===== config.mk =====
export PLATFORM = sky130hd
export DESIGN_NAME = qk_tile_sequencer
export DESIGN_NICKNAME = d
export VERILOG_FILES = /design/src/rtl/qk_tile_sequencer.sv
export SDC_FILE = /design/constraint.sdc
export NUM_CORES = 1
export LEC_CHECK = 0
export CORE_ASPECT_RATIO = 0.6
export CORE_UTILIZATION = 35
export DETAILED_ROUTE_END_ITERATION = 8
export HOLD_SLACK_MARGIN = 0.08
export SYNTH_ARGS = -nofsm -noshare
export SYNTH_HDL_FRONTEND = slang
export SYNTH_SLANG_ARGS = --single-unit

===== constraint.sdc =====
create_clock -name clk -period 2.1 [get_ports clk]
set_input_delay 0.42 -clock clk [delete_from_list [all_inputs] [get_ports clk]]
set_output_delay 0.42 -clock clk [all_outputs]
set_load 0.01 [all_outputs]

===== src/rtl/qk_tile_sequencer.sv =====
// Q.K tile sequencer: walks a double-buffered activation SRAM, one tile per bank,
// and drives the load/execute inst stream into column 0 of the mac_col row.
module qk_tile_sequencer #(
   parameter int COL         = 8,
   parameter int LOAD_LEN    = COL + 2,
   parameter int N_Q         = 8,
   parameter int DRAIN_LEN   = 6 + COL,
   parameter int AW          = 8,
   parameter int BANK_STRIDE = 128,
   parameter int Q_OFF       = 16
) (
   input  logic          clk,
   input  logic          reset,
   input  logic          start,
   input  logic [7:0]    cfg_tiles,
   input  logic [1:0]    bank_valid,
   input  logic          ofifo_afull,
   output logic          mem_rd_en,
   output logic [AW-1:0] mem_rd_addr,
   output logic [1:0]    o_inst,
   output logic [1:0]    bank_release,
   output logic          busy,
   output logic          done,
   output logic [7:0]    tile_cnt
);
   localparam int PW = 8;

   typedef enum logic [2:0] {
      ST_IDLE      = 3'd0,
      ST_WAIT_BANK = 3'd1,
      ST_LOAD      = 3'd2,
      ST_EXEC      = 3'd3,
      ST_DRAIN     = 3'd4
   } state_t;

   state_t        state_r;
   logic [PW-1:0] phase_r;
   logic [AW-1:0] addr_r;
   logic [8:0]    tiles_left_r;
   logic          bank_sel_r;
   logic          load_rd_s;
   logic          exec_rd_s;
   logic [AW-1:0] bank_base_s;

   // Read strobes for this cycle; only execute reads yield to output-FIFO backpressure.
   always_comb begin
      load_rd_s = 1'b0;
      exec_rd_s = 1'b0;
      if (state_r == ST_LOAD) begin
         load_rd_s = 1'b1;
      end else if (state_r == ST_EXEC) begin
         exec_rd_s = ~ofifo_afull;
      end else begin
         load_rd_s = 1'b0;
         exec_rd_s = 1'b0;
      end
   end

   // Base word address of the bank currently owned by the sequencer.
   always_comb begin
      if (bank_sel_r) begin
         bank_base_s = AW'(BANK_STRIDE);
      end else begin
         bank_base_s = {AW{1'b0}};
      end
   end

   assign mem_rd_en   = load_rd_s | exec_rd_s;
   assign mem_rd_addr = addr_r;

   // Tile FSM with registered inst stream, bank hand-back and run bookkeeping.
   always_ff @(posedge clk) begin
      if (reset) begin
         state_r      <= ST_IDLE;
         phase_r      <= {PW{1'b0}};
         addr_r       <= {AW{1'b0}};
         tiles_left_r <= 9'd0;
         bank_sel_r   <= 1'b0;
         o_inst       <= 2'b00;
         bank_release <= 2'b00;
         busy         <= 1'b0;
         done         <= 1'b0;
         tile_cnt     <= 8'd0;
      end else begin
         // SRAM returns data one cycle after the read, so inst trails the strobe by one.
         o_inst       <= {exec_rd_s, load_rd_s};
         bank_release <= 2'b00;
         done         <= 1'b0;
         case (state_r)
            ST_IDLE: begin
               if (start && !done) begin
                  tiles_left_r <= (cfg_tiles == 8'd0) ? 9'd256 : {1'b0, cfg_tiles};
                  busy         <= 1'b1;
                  tile_cnt     <= 8'd0;
                  state_r      <= ST_WAIT_BANK;
               end
            end
            ST_WAIT_BANK: begin
               if (bank_valid[bank_sel_r]) begin
                  phase_r <= {PW{1'b0}};
                  addr_r  <= bank_base_s;
                  state_r <= ST_LOAD;
               end
            end
            ST_LOAD: begin
               if (phase_r == PW'(LOAD_LEN - 1)) begin
                  phase_r <= {PW{1'b0}};
                  addr_r  <= bank_base_s + AW'(Q_OFF);
                  state_r <= ST_EXEC;
               end else begin
                  phase_r <= phase_r + PW'(1);
                  addr_r  <= addr_r + AW'(1);
               end
            end
            ST_EXEC: begin
               if (!ofifo_afull) begin
                  addr_r <= addr_r + AW'(1);
                  if (phase_r == PW'(N_Q - 1)) begin
                     phase_r <= {PW{1'b0}};
                     state_r <= ST_DRAIN;
                  end else begin
                     phase_r <= phase_r + PW'(1);
                  end
               end
            end
            ST_DRAIN: begin
               if (phase_r == PW'(DRAIN_LEN - 1)) begin
                  phase_r      <= {PW{1'b0}};
                  bank_release <= bank_sel_r ? 2'b10 : 2'b01;
                  bank_sel_r   <= ~bank_sel_r;
                  tile_cnt     <= tile_cnt + 8'd1;
                  tiles_left_r <= tiles_left_r - 9'd1;
                  if (tiles_left_r == 9'd1) begin
                     done    <= 1'b1;
                     busy    <= 1'b0;
                     state_r <= ST_IDLE;
                  end else begin
                     state_r <= ST_WAIT_BANK;
                  end
               end else begin
                  phase_r <= phase_r + PW'(1);
               end
            end
            default: begin
               state_r <= ST_IDLE;
            end
         endcase
      end
   end
endmodule


Word-level counts from Yosys, hierarchy flattened

Index checks and enable logic that the tools add are counted.

Flip-flop bits (word level): 43
Output and inout bits: 23
Logic and storage cells: 87

Add/sub/neg operators: 5
Magnitude comparators: 1
Equal/unequal tests: 15
Muxes and demuxes: 37
Bitwise gates (word level): 5
Reductions and logical operators: 14

Operators by type and width:

| kind                                                                     | number |
|---|---|
| 8-bit two-way mux                                                        | 11 |
| 8-bit case mux with 4 select lines                                       | 1 |
| 9-bit two-way mux                                                        | 3 |
| 8-bit by 1-bit adder with 8-bit output (second input constant)           | 3 |
| 8-bit case mux with 3 select lines                                       | 1 |
| 3-bit two-way mux                                                        | 6 |
| 9-bit case mux with 2 select lines                                       | 1 |
| 8-bit by 4-bit == test with 1-bit output (second input constant)         | 2 |
| 8-bit case mux with 2 select lines                                       | 1 |
| 3-bit case mux with 5 select lines                                       | 1 |
| 1-bit two-way mux                                                        | 10 |
| 2-bit inequality test (second input constant)                            | 5 |
| 9-bit by 1-bit == test with 1-bit output (second input constant)         | 1 |
| 3-bit AND reduction                                                      | 3 |
| 9-bit by 1-bit subtractor with 9-bit output (second input constant)      | 1 |
| 8-bit by 5-bit adder with 8-bit output (second input constant)           | 1 |
| 8-bit by 3-bit == test with 1-bit output (second input constant)         | 1 |
| 8-bit zero test                                                          | 1 |
| 3-bit by 2-bit == test with 1-bit output (second input constant)         | 2 |
| 6-bit AND reduction                                                      | 1 |
| 2-bit by 1-bit inequality test with 1-bit output (second input constant) | 2 |
| 1-bit NOT                                                                | 4 |
| 4-bit AND reduction                                                      | 1 |
| 4-bit nonzero test                                                       | 1 |
| 13 further kinds                                                         | 13 |

Depth between registers and ports, before layout

Depth after elaboration: 4
Mapped depth: 8

Least setup slack after synthesis

Ideal clock, no wire load.

Path kind: reg2reg
From: reg phase_r[0]
To: reg state_r[0]
Library setup time: 0.072 ns
Data arrival time: 1.762 ns
Path slack: 0.267 ns
Cell stages (with the launch flop): 7
Path through: dfxtp_1 -> ha_1 -> nor4bb_1 -> a21o_1 -> o22ai_1 -> a21oi_1 -> mux2i_1

Word-level cells in the longest chain between the ends: 3
Elaborated cells on any way between the ends: 7

RTL lines:

| element                                                                                                           | RTL line | source |
|---|---|---|
| from (decl)                                                                                                       | 37       | `logic [PW-1:0] phase_r;` |
| from (signal assigned)                                                                                            | 75       | `phase_r <= {PW{1'b0}};` |
| from (signal assigned)                                                                                            | 100      | `phase_r <= {PW{1'b0}};` |
| from (signal assigned)                                                                                            | 107      | `phase_r <= {PW{1'b0}};` |
| 8-bit by 3-bit == test with 1-bit output (tied with other cells)                                                  | 118      | `if (phase_r == PW'(N_Q - 1)) begin` |
| 2-bit by 1-bit inequality test with 1-bit output (no source line) / 2-bit inequality test (equally long branches) | -        |  |
| 6-bit AND reduction (no source line) *                                                                            | -        |  |
| to (signal assigned)                                                                                              | 120      | `state_r <= ST_DRAIN;` |
| to (signal assigned)                                                                                              | 136      | `state_r <= ST_IDLE;` |
| to (signal assigned)                                                                                              | 138      | `state_r <= ST_WAIT_BANK;` |
| to (decl)                                                                                                         | 36       | `state_t state_r;` |

Every way passes the cells marked *; elsewhere a longest branch is shown, timed or not.
A chain may end at the register's enable or synchronous reset.

Final worst setup path

From: in ofifo_afull
To: out mem_rd_en

Word-level cells in the longest chain between the ends: 4

RTL lines:

| element           | RTL line | source |
|---|---|---|
| from (decl)       | 17       | `input logic ofifo_afull,` |
| 1-bit NOT         | 52       | `exec_rd_s = ~ofifo_afull;` |
| 1-bit two-way mux | 51       | `end else if (state_r == ST_EXEC) begin` |
| 1-bit two-way mux | 49       | `if (state_r == ST_LOAD) begin` |
| 1-bit OR          | 68       | `assign mem_rd_en = load_rd_s \| exec_rd_s;` |
| to (decl)         | 18       | `output logic mem_rd_en,` |

No other way between the ends.

==> run metrics <==
status=finished clean; leakage=1.088 nW; slew margin rel.=62.26%; fraction of layout cells with a size suffix above 1=14.16%; Worst Tran Pin Value=0.5618 ns; H-tree Lvls=2; Main synth FF type=dfxtp_1; via density per instance=5.349; endpoint class of the critical path=output pin; Reg2Reg Depth=6; CP bufs+invs=2; antenna violations before repair=0; Core Area=6221 um^2; Initial Utilization=36.79%; I/O Pins=37; CP Launch Type=input port; chip width=106.4 um; max-slew violations=0; critical path class=in -> out; Post-synth EDFFs=0; placed insts=422; # hold bufs at CTS=0; RSZ-0062 raised after global routing=no; Final Hold Violating Endpoints=0; row cnt=22; die footprint=6877 um^2; Final period util=97.64%; dpl hpwl=4455 um; Nets=365; Non-Filler Instances=430; Post-synth ARST share=0%; DRC=0; gr usage total=18.67%; Synth-to-Final Area Change=31.06%; sequential area share after synthesis=37.62%; first-pass GRT wire length=10120 um; CP Cell Sequence=clkdlybuf4s50_1 -> a21oi_1 -> clkdlybuf4s50_1; crit path time final=2.050 ns; yosys warns=0; Slowest cell on crit path=clkdlybuf4s50_1; die height=64.64 um; Top delay family on crit path=buffers and inverters; Max clock buf depth=2; Placed Instance Area=2895 um^2; post-synth cell types=50; Mapped Cells=288; port bufs=36; vias in the first global route=2083; DR pass1 iterations=4; Max IR drop VDD=0.0003307 V; Crit path required time=1.68 ns; total CTS buffers=5; Initial DRC Count=148; Clock Sink Count=43; worst min path class=reg -> reg; syn_nets=308; critical path depth=3; fin area=2999 um^2; total number of vias=2300; CTS tree=built; Fill cells=614; cell mode on critical path=clkdlybuf4s50_1; final hold slack=0.4978 ns; RePlAce Congestion=0.8854; total power draw=0.002471 W; pwr/cell area=824.0 nW/um^2; Crit path largest cell delay=0.55 ns; Avg Cell Area, Syn=7.946 um^2; largest net degree at the start of global routing=18; remaining global-route overflow=0; Hold Path Cell Cnt=2; WP data arrival=1.63 ns; clock slew at reported path FFs=0.09 ns; Max-Cap Viols=0; clk_lat worst skew=0.31 ns; number of gates resized after CTS=0; Final Setup Violations=0; highest net fanout along the worst path=3; Worst Skew=0.004141 ns; final wirelength=5961 um; FMAX=487.7 MHz; post-DR wirelength/cell=13.86 um; Synth Register Bits=43; Post CTS Setup Buffer Count=0; number of nets with antenna violations after routing=0; Root Driver=clkbuf_8; Mapped Area=2288 um^2; Diodes inserted=0
## stage by stage
stage | setup slack, ns | setup TNS (ns) | utilization (%)
finish | 0.04962 | 0 | 48.21
global route | 0.01155 | 0 | 48.21
CTS | 0.05077 | 0 | 48.03
detailed placement | -0.07874 | -0.3348 | 46.54
global placement | -0.03338 | -0.04451 | 46.54
floorplan | 0.2665 | 0 | -
## power breakdown
group	leakage [nW]	internal [W]	switching, W
Combinational	0.699	0.000417	0.000535
Sequential	0.349	0.000882	0.0000628
Clock	0.0408	0.000239	0.000337
Total	1.09	0.00154	0.000935
## final timing paths
kind                                 from  slack, ns                      end
hold reg to reg         busy$_SDFFE_PP0P_       0.50        busy$_SDFFE_PP0P_
setup / recovery              ofifo_afull       0.05                mem_rd_en
setup reg to reg  phase_r[4]$_SDFFE_PP0P_       0.16  state_r[0]$_SDFFE_PP0P_
hold / removal          busy$_SDFFE_PP0P_       0.50        busy$_SDFFE_PP0P_
## synthesized netlist by cell type (2+ instances only)
cell type  number  area [um^2]
dfxtp_1        43        860.8
nor2_1         35        131.4
a21oi_1        25        125.1
nand2_1        25        93.84
o21ai_0        15        75.07
inv_1          11        41.29
nand3_1        11        55.05
nor3_1          9        45.04
nor4_1          9        56.30
and3_1          8        50.05
a211oi_1        7        52.55
buf_2           7        35.03
ha_1            6        75.07
nand4_1         6        37.54
o22ai_1         6        37.54
xor2_1          6        52.55
clkbuf_1        5        18.77
nand2b_1        5        31.28
xnor2_1         4        35.03
a31o_2          3        26.28
mux2i_1         3        30.03
nor3b_1         3        22.52
o32ai_1         3        26.28
a21o_1          2        15.01
a22oi_1         2        15.01
mux2_2          2        22.52
o21a_1          2        15.01
or3_1           2        12.51
or4_1           2        15.01
## kinds of logic after synthesis
family                   after synthesis  share of synthesized area, %
XOR/XNOR                              10                         3.827
AND/OR/NAND/NOR                      127                         28.65
buffers and inverters                 24                         4.483
adder cells (fa/ha/maj)                6                         3.280
multiplexers                           5                         2.296
AO/OA/AOI/OAI                         73                         19.85
flip-flops                            43                         37.62
## cells in the final DEF (no fill, tap or decap), types with 4 or more instances in the layout
cell type	n
nand4_1	6
o22ai_1	6
inv_1	11
o21ai_0	15
a211oi_1	7
nor4_1	9
a21oi_1	25
nand2_1	25
ha_1	6
xnor2_1	4
dfxtp_1	42
xor2_1	6
nor2_1	35
nand3_1	11
nand2b_1	5
and3_1	8
nor3_1	9
clkdlybuf4s50_1	36
clkbuf_8	5
buf_4	27
## layout make-up
| type | count | area (um^2) | share of cell area, % |
|---|---|---|---|
| Clock buffer | 5 | 68.82 | 2.295 |
| Clock inverter | 3 | 23.77 | 0.7927 |
| Inverter | 11 | 41.29 | 1.377 |
| Multi-Input combinational cell | 221 | 1335 | 44.51 |
| Sequential cell | 43 | 862.1 | 28.74 |
| Tap cell | 84 | 105.1 | 3.504 |
| Timing Repair Buffer | 63 | 563.0 | 18.77 |
## tightest hold or removal path, cell delays in order (launching register included)
cell	delay, ns
dfxtp_1	0.34
a21oi_1	0.06
nor2_1	0.07
## flip-flops by register name, indices dropped and copies added, names as in the netlist
register      cells
tiles_left_r      9
mem_rd_addr       8
phase_r           8
tile_cnt          8
state_r           3
bank_release      2
o_inst            2
bank_sel_r        1
busy              1
done              1
## per-layer routing
| metal | vias to the layer above | global-route usage, % | share of wire [%] |
|---|---|---|---|
| li1 | 1162 | - | - |
| met1 | 1058 | 28.65 | 54 |
| met2 | 72 | 25.73 | 39 |
| met3 | 8 | 4.024 | 6.1 |
| met4 | 0 | 4.688 | 0.92 |
| met5 | - | 0 | 0 |
Note: power is estimated with default switching activity, not from simulation.
==> variant 1 (config.mk and constraints unchanged) <==
Re-encode `state_t` (5 states) as one-hot, 5 bits wide.
--- a/src/rtl/qk_tile_sequencer.sv
+++ b/src/rtl/qk_tile_sequencer.sv
@@ -25,12 +25,12 @@
 );
    localparam int PW = 8;
 
-   typedef enum logic [2:0] {
-      ST_IDLE      = 3'd0,
-      ST_WAIT_BANK = 3'd1,
-      ST_LOAD      = 3'd2,
-      ST_EXEC      = 3'd3,
-      ST_DRAIN     = 3'd4
+   typedef enum logic [4:0] {
+      ST_IDLE      = 5'b00001,
+      ST_WAIT_BANK = 5'b00010,
+      ST_LOAD      = 5'b00100,
+      ST_EXEC      = 5'b01000,
+      ST_DRAIN     = 5'b10000
    } state_t;
 
    state_t        state_r;
Behaviour: same outputs for any inputs over 10 cycles, from zero or initial values and one cycle with reset high; not proved beyond that.
==> variant 1 against the unedited design <==
- the flow now finishes with violations (DRC)
- combinational power is 44% lower
- synthesized cell count increased by 9.4%
- count of clock-buffer cells in the layout up 1
- routed wire length increased by 21%
- setup slack better by 0.018 ns
- design area is 13% higher
- worst hold slack lost 0.0072 ns
- synthesized area increased by 11%
- sequential cell count rose by 2
- power down 8.9%
- critical path type is now reg2reg
- highest routed layer unchanged
==> variant 1: results (changes against the unedited design) <==
The endpoint of the lowest-slack register-to-register path was state_r[3] (was state_r[0]). Most area-consuming cells after synthesis: sky130_fd_sc_hd__dfxtp_1 (36%), sky130_fd_sc_hd__a21oi_1 (5.9%), sky130_fd_sc_hd__nand2_1 (3.4%), sky130_fd_sc_hd__o21ai_0 (3.4%), sky130_fd_sc_hd__nor2_1 (3.1%) (was sky130_fd_sc_hd__dfxtp_1 (38%), sky130_fd_sc_hd__nor2_1 (5.7%), sky130_fd_sc_hd__a21oi_1 (5.5%), sky130_fd_sc_hd__nand2_1 (4.1%), sky130_fd_sc_hd__ha_1 (3.3%)). The worst setup path startpoint was phase_r[5] (was ofifo_afull). The flow ran to the end, but the final reports show violations.

The met2 demand-to-capacity share in global routing is 0.276 (was 0.257), and the global-route track usage on met3 is 0.0487 (was 0.0402). Wire length of the first global-routing pass: 11800 um (was 10100 um). Final layout net count: 397 (was 365). The vias after detailed routing came out at 2620 (was 2300). For the share of the yosys chip area belonging to registers, the log shows 0.356 (was 0.376). The run gives 4 (was 0) as the final routed DRC violation total.

The run gives 0.533 mW (was 0.951 mW) as the power consumed by combinational cells. Number of distinct library cells after synthesis: 55 (was 50). The sequential logic power came out at 0.952 mW (was 0.945 mW). The number of nets produced by synthesis is 335 (was 308).

Critical path class: reg2reg (was in2out). The logs give 26 (was 18) for the pin count of the biggest net entering global routing and 3210 um2 (was 2900 um2) for the standard cell area after detailed placement. The run gives 0.00373 ns (was 0.00414 ns) as the worst-case clock skew. The checks that failed: DRC. The tools report the overall fraction of global-route tracks in use as 0.201 (was 0.187). The layout filler cell count was 669 (was 614); the actual slew at the worst max-slew pin was 0.522 ns (was 0.562 ns). The tools report the clock network latency to the later pin of the worst-skew pair as 0.29 ns (was 0.31 ns). The multiplexer fraction of the synthesized cell area is 0.0124 (was 0.0230). Setup slack of the worst register-to-register path: 0.07 ns (was 0.16 ns). Layout cell share with drive strength beyond 1: 0.164 (was 0.142). The data arrival time at the worst-slack endpoint was 2.20 ns (was 1.63 ns). The leakage power of the design was 1.21 nW (was 1.09 nW).
variant 1: worst min-delay path: stages, from the launching register on:
cell,delay [ns]
sky130_fd_sc_hd__dfxtp_1,0.33
sky130_fd_sc_hd__o41ai_1,0.06
sky130_fd_sc_hd__a21oi_1,0.06
variant 1: area by class of cell:
type | count | area (um2) | share of cell area
Inverter | 14 | 52.6 | 0.0154
Sequential cell | 45 | 902 | 0.265
Timing Repair Buffer | 71 | 638 | 0.188
Clock buffer | 6 | 129 | 0.0379
Multi-Input combinational cell | 240 | 1560 | 0.459
Tap cell | 87 | 109 | 0.0320
Clock inverter | 2 | 10.0 | 0.00294
variant 1: metrics by stage:
stage               hold WS [ns]  TNS [ns]
floorplan                  0.458         0
global placement           0.470    -0.668
detailed placement         0.474     -1.14
CTS                        0.493         0
global route               0.512   -0.0350
finish                     0.491         0
variant 1: timing repair:
item,4_1_cts,5_1_grt
resized for setup,7,8
endpoints found under the hold margin,0,0
pin swaps,0,0
endpoints found under the setup margin,1,14
==> variant 2 (config.mk and constraints unchanged) <==
Made on the original files. Change the parameter `AW` from 8 to 7.
--- a/src/rtl/qk_tile_sequencer.sv
+++ b/src/rtl/qk_tile_sequencer.sv
@@ -5,7 +5,7 @@
    parameter int LOAD_LEN    = COL + 2,
    parameter int N_Q         = 8,
    parameter int DRAIN_LEN   = 6 + COL,
-   parameter int AW          = 8,
+   parameter int AW          = 7,
    parameter int BANK_STRIDE = 128,
    parameter int Q_OFF       = 16
 ) (
Interface: changed (resized mem_rd_addr); port bits go from 37 to 36. No check against the original RTL was run, so the function may have changed too.
==> variant 2 against the unedited design <==
- die area increased by 0.31%
- design area rose by 0.29%
- clock skew about the same
- synthesized area up 0.33%
- sequential power about the same
- critical endpoint unchanged
- global-route usage decreased by 0.38 points
- sequential cell count down 1
- setup slack improved by 0.018 ns
- routed wire length down 0.84%
- final cell count shrank 2.3%
- via count fell by 3.6%
- power increased by 2.2%
==> variant 2: results (changes against the unedited design) <==
The logs give 412 (was 422) for the number of instances in the placed design and 355 (was 365) for the final layout net count. Area share of fa/ha/maj cells after synthesis: 0.0327 (was 0.0328). The global-route track usage on met3 is 0.0392 (was 0.0402), and the share of the yosys chip area belonging to registers is 0.366 (was 0.376). The worst ir drop on vdd is 0.330 mV (was 0.331 mV), and the number of global-route vias before repair is 2084 (was 2083). The clock network latency to the later pin of the worst-skew pair is 0.29 ns (was 0.31 ns). The highest signal layer in the routed design was met3 (was met4). The post-route non-filler standard cell count is 420 (was 430).

Weighted congestion reported at the end of routability-driven placement: 0.829 (was 0.885). The synthesized-area fraction occupied by ao, oa, aoi and oai cells is 0.235 (was 0.198). Most used standard cells in the synthesized netlist: sky130_fd_sc_hd__dfxtp_1 (42), sky130_fd_sc_hd__nor2_1 (27), sky130_fd_sc_hd__nand2_1 (23) (was sky130_fd_sc_hd__dfxtp_1 (43), sky130_fd_sc_hd__nor2_1 (35), sky130_fd_sc_hd__a21oi_1 (25), sky130_fd_sc_hd__nand2_1 (25), sky130_fd_sc_hd__o21ai_0 (15)). The tools report the leakage power of the design as 1.13 nW (was 1.09 nW).

The number of nets produced by synthesis is 301 (was 308), and the layout cell share with drive strength beyond 1 is 0.155 (was 0.142). The multiplexer fraction of the synthesized cell area was 0.00490 (was 0.0230). For the overall fraction of global-route tracks in use, the log shows 0.183 (was 0.187). The post-synthesis xor/xnor area fraction came out at 0.0343 (was 0.0383).

For the number of distinct library cells after synthesis, the log shows 51 (was 50). The headroom to the max-slew limit came out at 0.710 (was 0.623). For the wire length of the first global-routing pass, the log shows 10100 um (about the same). The logs give 2330 um (about the same) for the met2 wirelength from detailed routing and 0.486 ns (was 0.498 ns) for the hold slack. The met1 usage in global routing is 0.282 (was 0.287), and the number of port buffers is 35 (was 36).

The run finished with clean final reports. The total length of routed met3 wires was 323 um (was 361 um). The data arrival time at the worst-slack endpoint is 1.61 ns (was 1.63 ns). The half-perimeter wire length after detailed placement is 4450 um (was 4460 um).

The pin count of the biggest net entering global routing was 17 (was 18).
-- variant 2: how the worst min path moves through the flow --
stage	from	end	depth (start not counted)
floorplan	tiles_left_r[1]	tiles_left_r[1]	2
global placement	tiles_left_r[1]	tiles_left_r[1]	2
detailed placement	tiles_left_r[1]	tiles_left_r[1]	2
CTS	tiles_left_r[1]	tiles_left_r[1]	2
global route	tile_cnt[7]	tile_cnt[7]	2
finish	tiles_left_r[1]	tiles_left_r[1]	2
-- variant 2: repair_timing --
item,in CTS,in global routing
setup endpoints to repair,2,9
cloned,0,0
hold buffers,0,0
setup buffers,0,0
gates resized for setup,1,6
-- variant 2: where the power goes --
part | switching (mW) | internal, mW
combinational | 0.557 | 0.462
sequential | 0.0774 | 0.870
clock | 0.294 | 0.265
-- variant 2: logic make-up (layout without fill, tap and decap cells) --
family,Yosys count,in the layout
AND/OR/NAND/NOR,121,121
AO/OA/AOI/OAI,79,79
flip-flops,42,42
buffers and inverters,23,78
XOR/XNOR,9,9
adder cells (fa/ha/maj),6,6
multiplexers,1,1
-- variant 2: area by class of cell --
class	count	area [um2]
fill	615	3210
multi-input combinational	216	1380
sequential	42	841
timing repair buffer	62	553
tap	84	105
clock buffer	6	82.6
inverter	8	30.0
clock inverter	2	12.5
-- variant 2: per-stage QoR --
stage | TNS, ns | utilization | setup WS [ns] | instance area [um2]
floorplan | 0 | - | 0.170 | 2300
global placement | -0.744 | 0.465 | -0.168 | 2890
detailed placement | -1.05 | 0.465 | -0.178 | 2890
CTS | 0 | 0.480 | 0.0133 | 2990
global route | 0 | 0.484 | 0.00136 | 3010
finish | 0 | 0.484 | 0.0677 | 3010
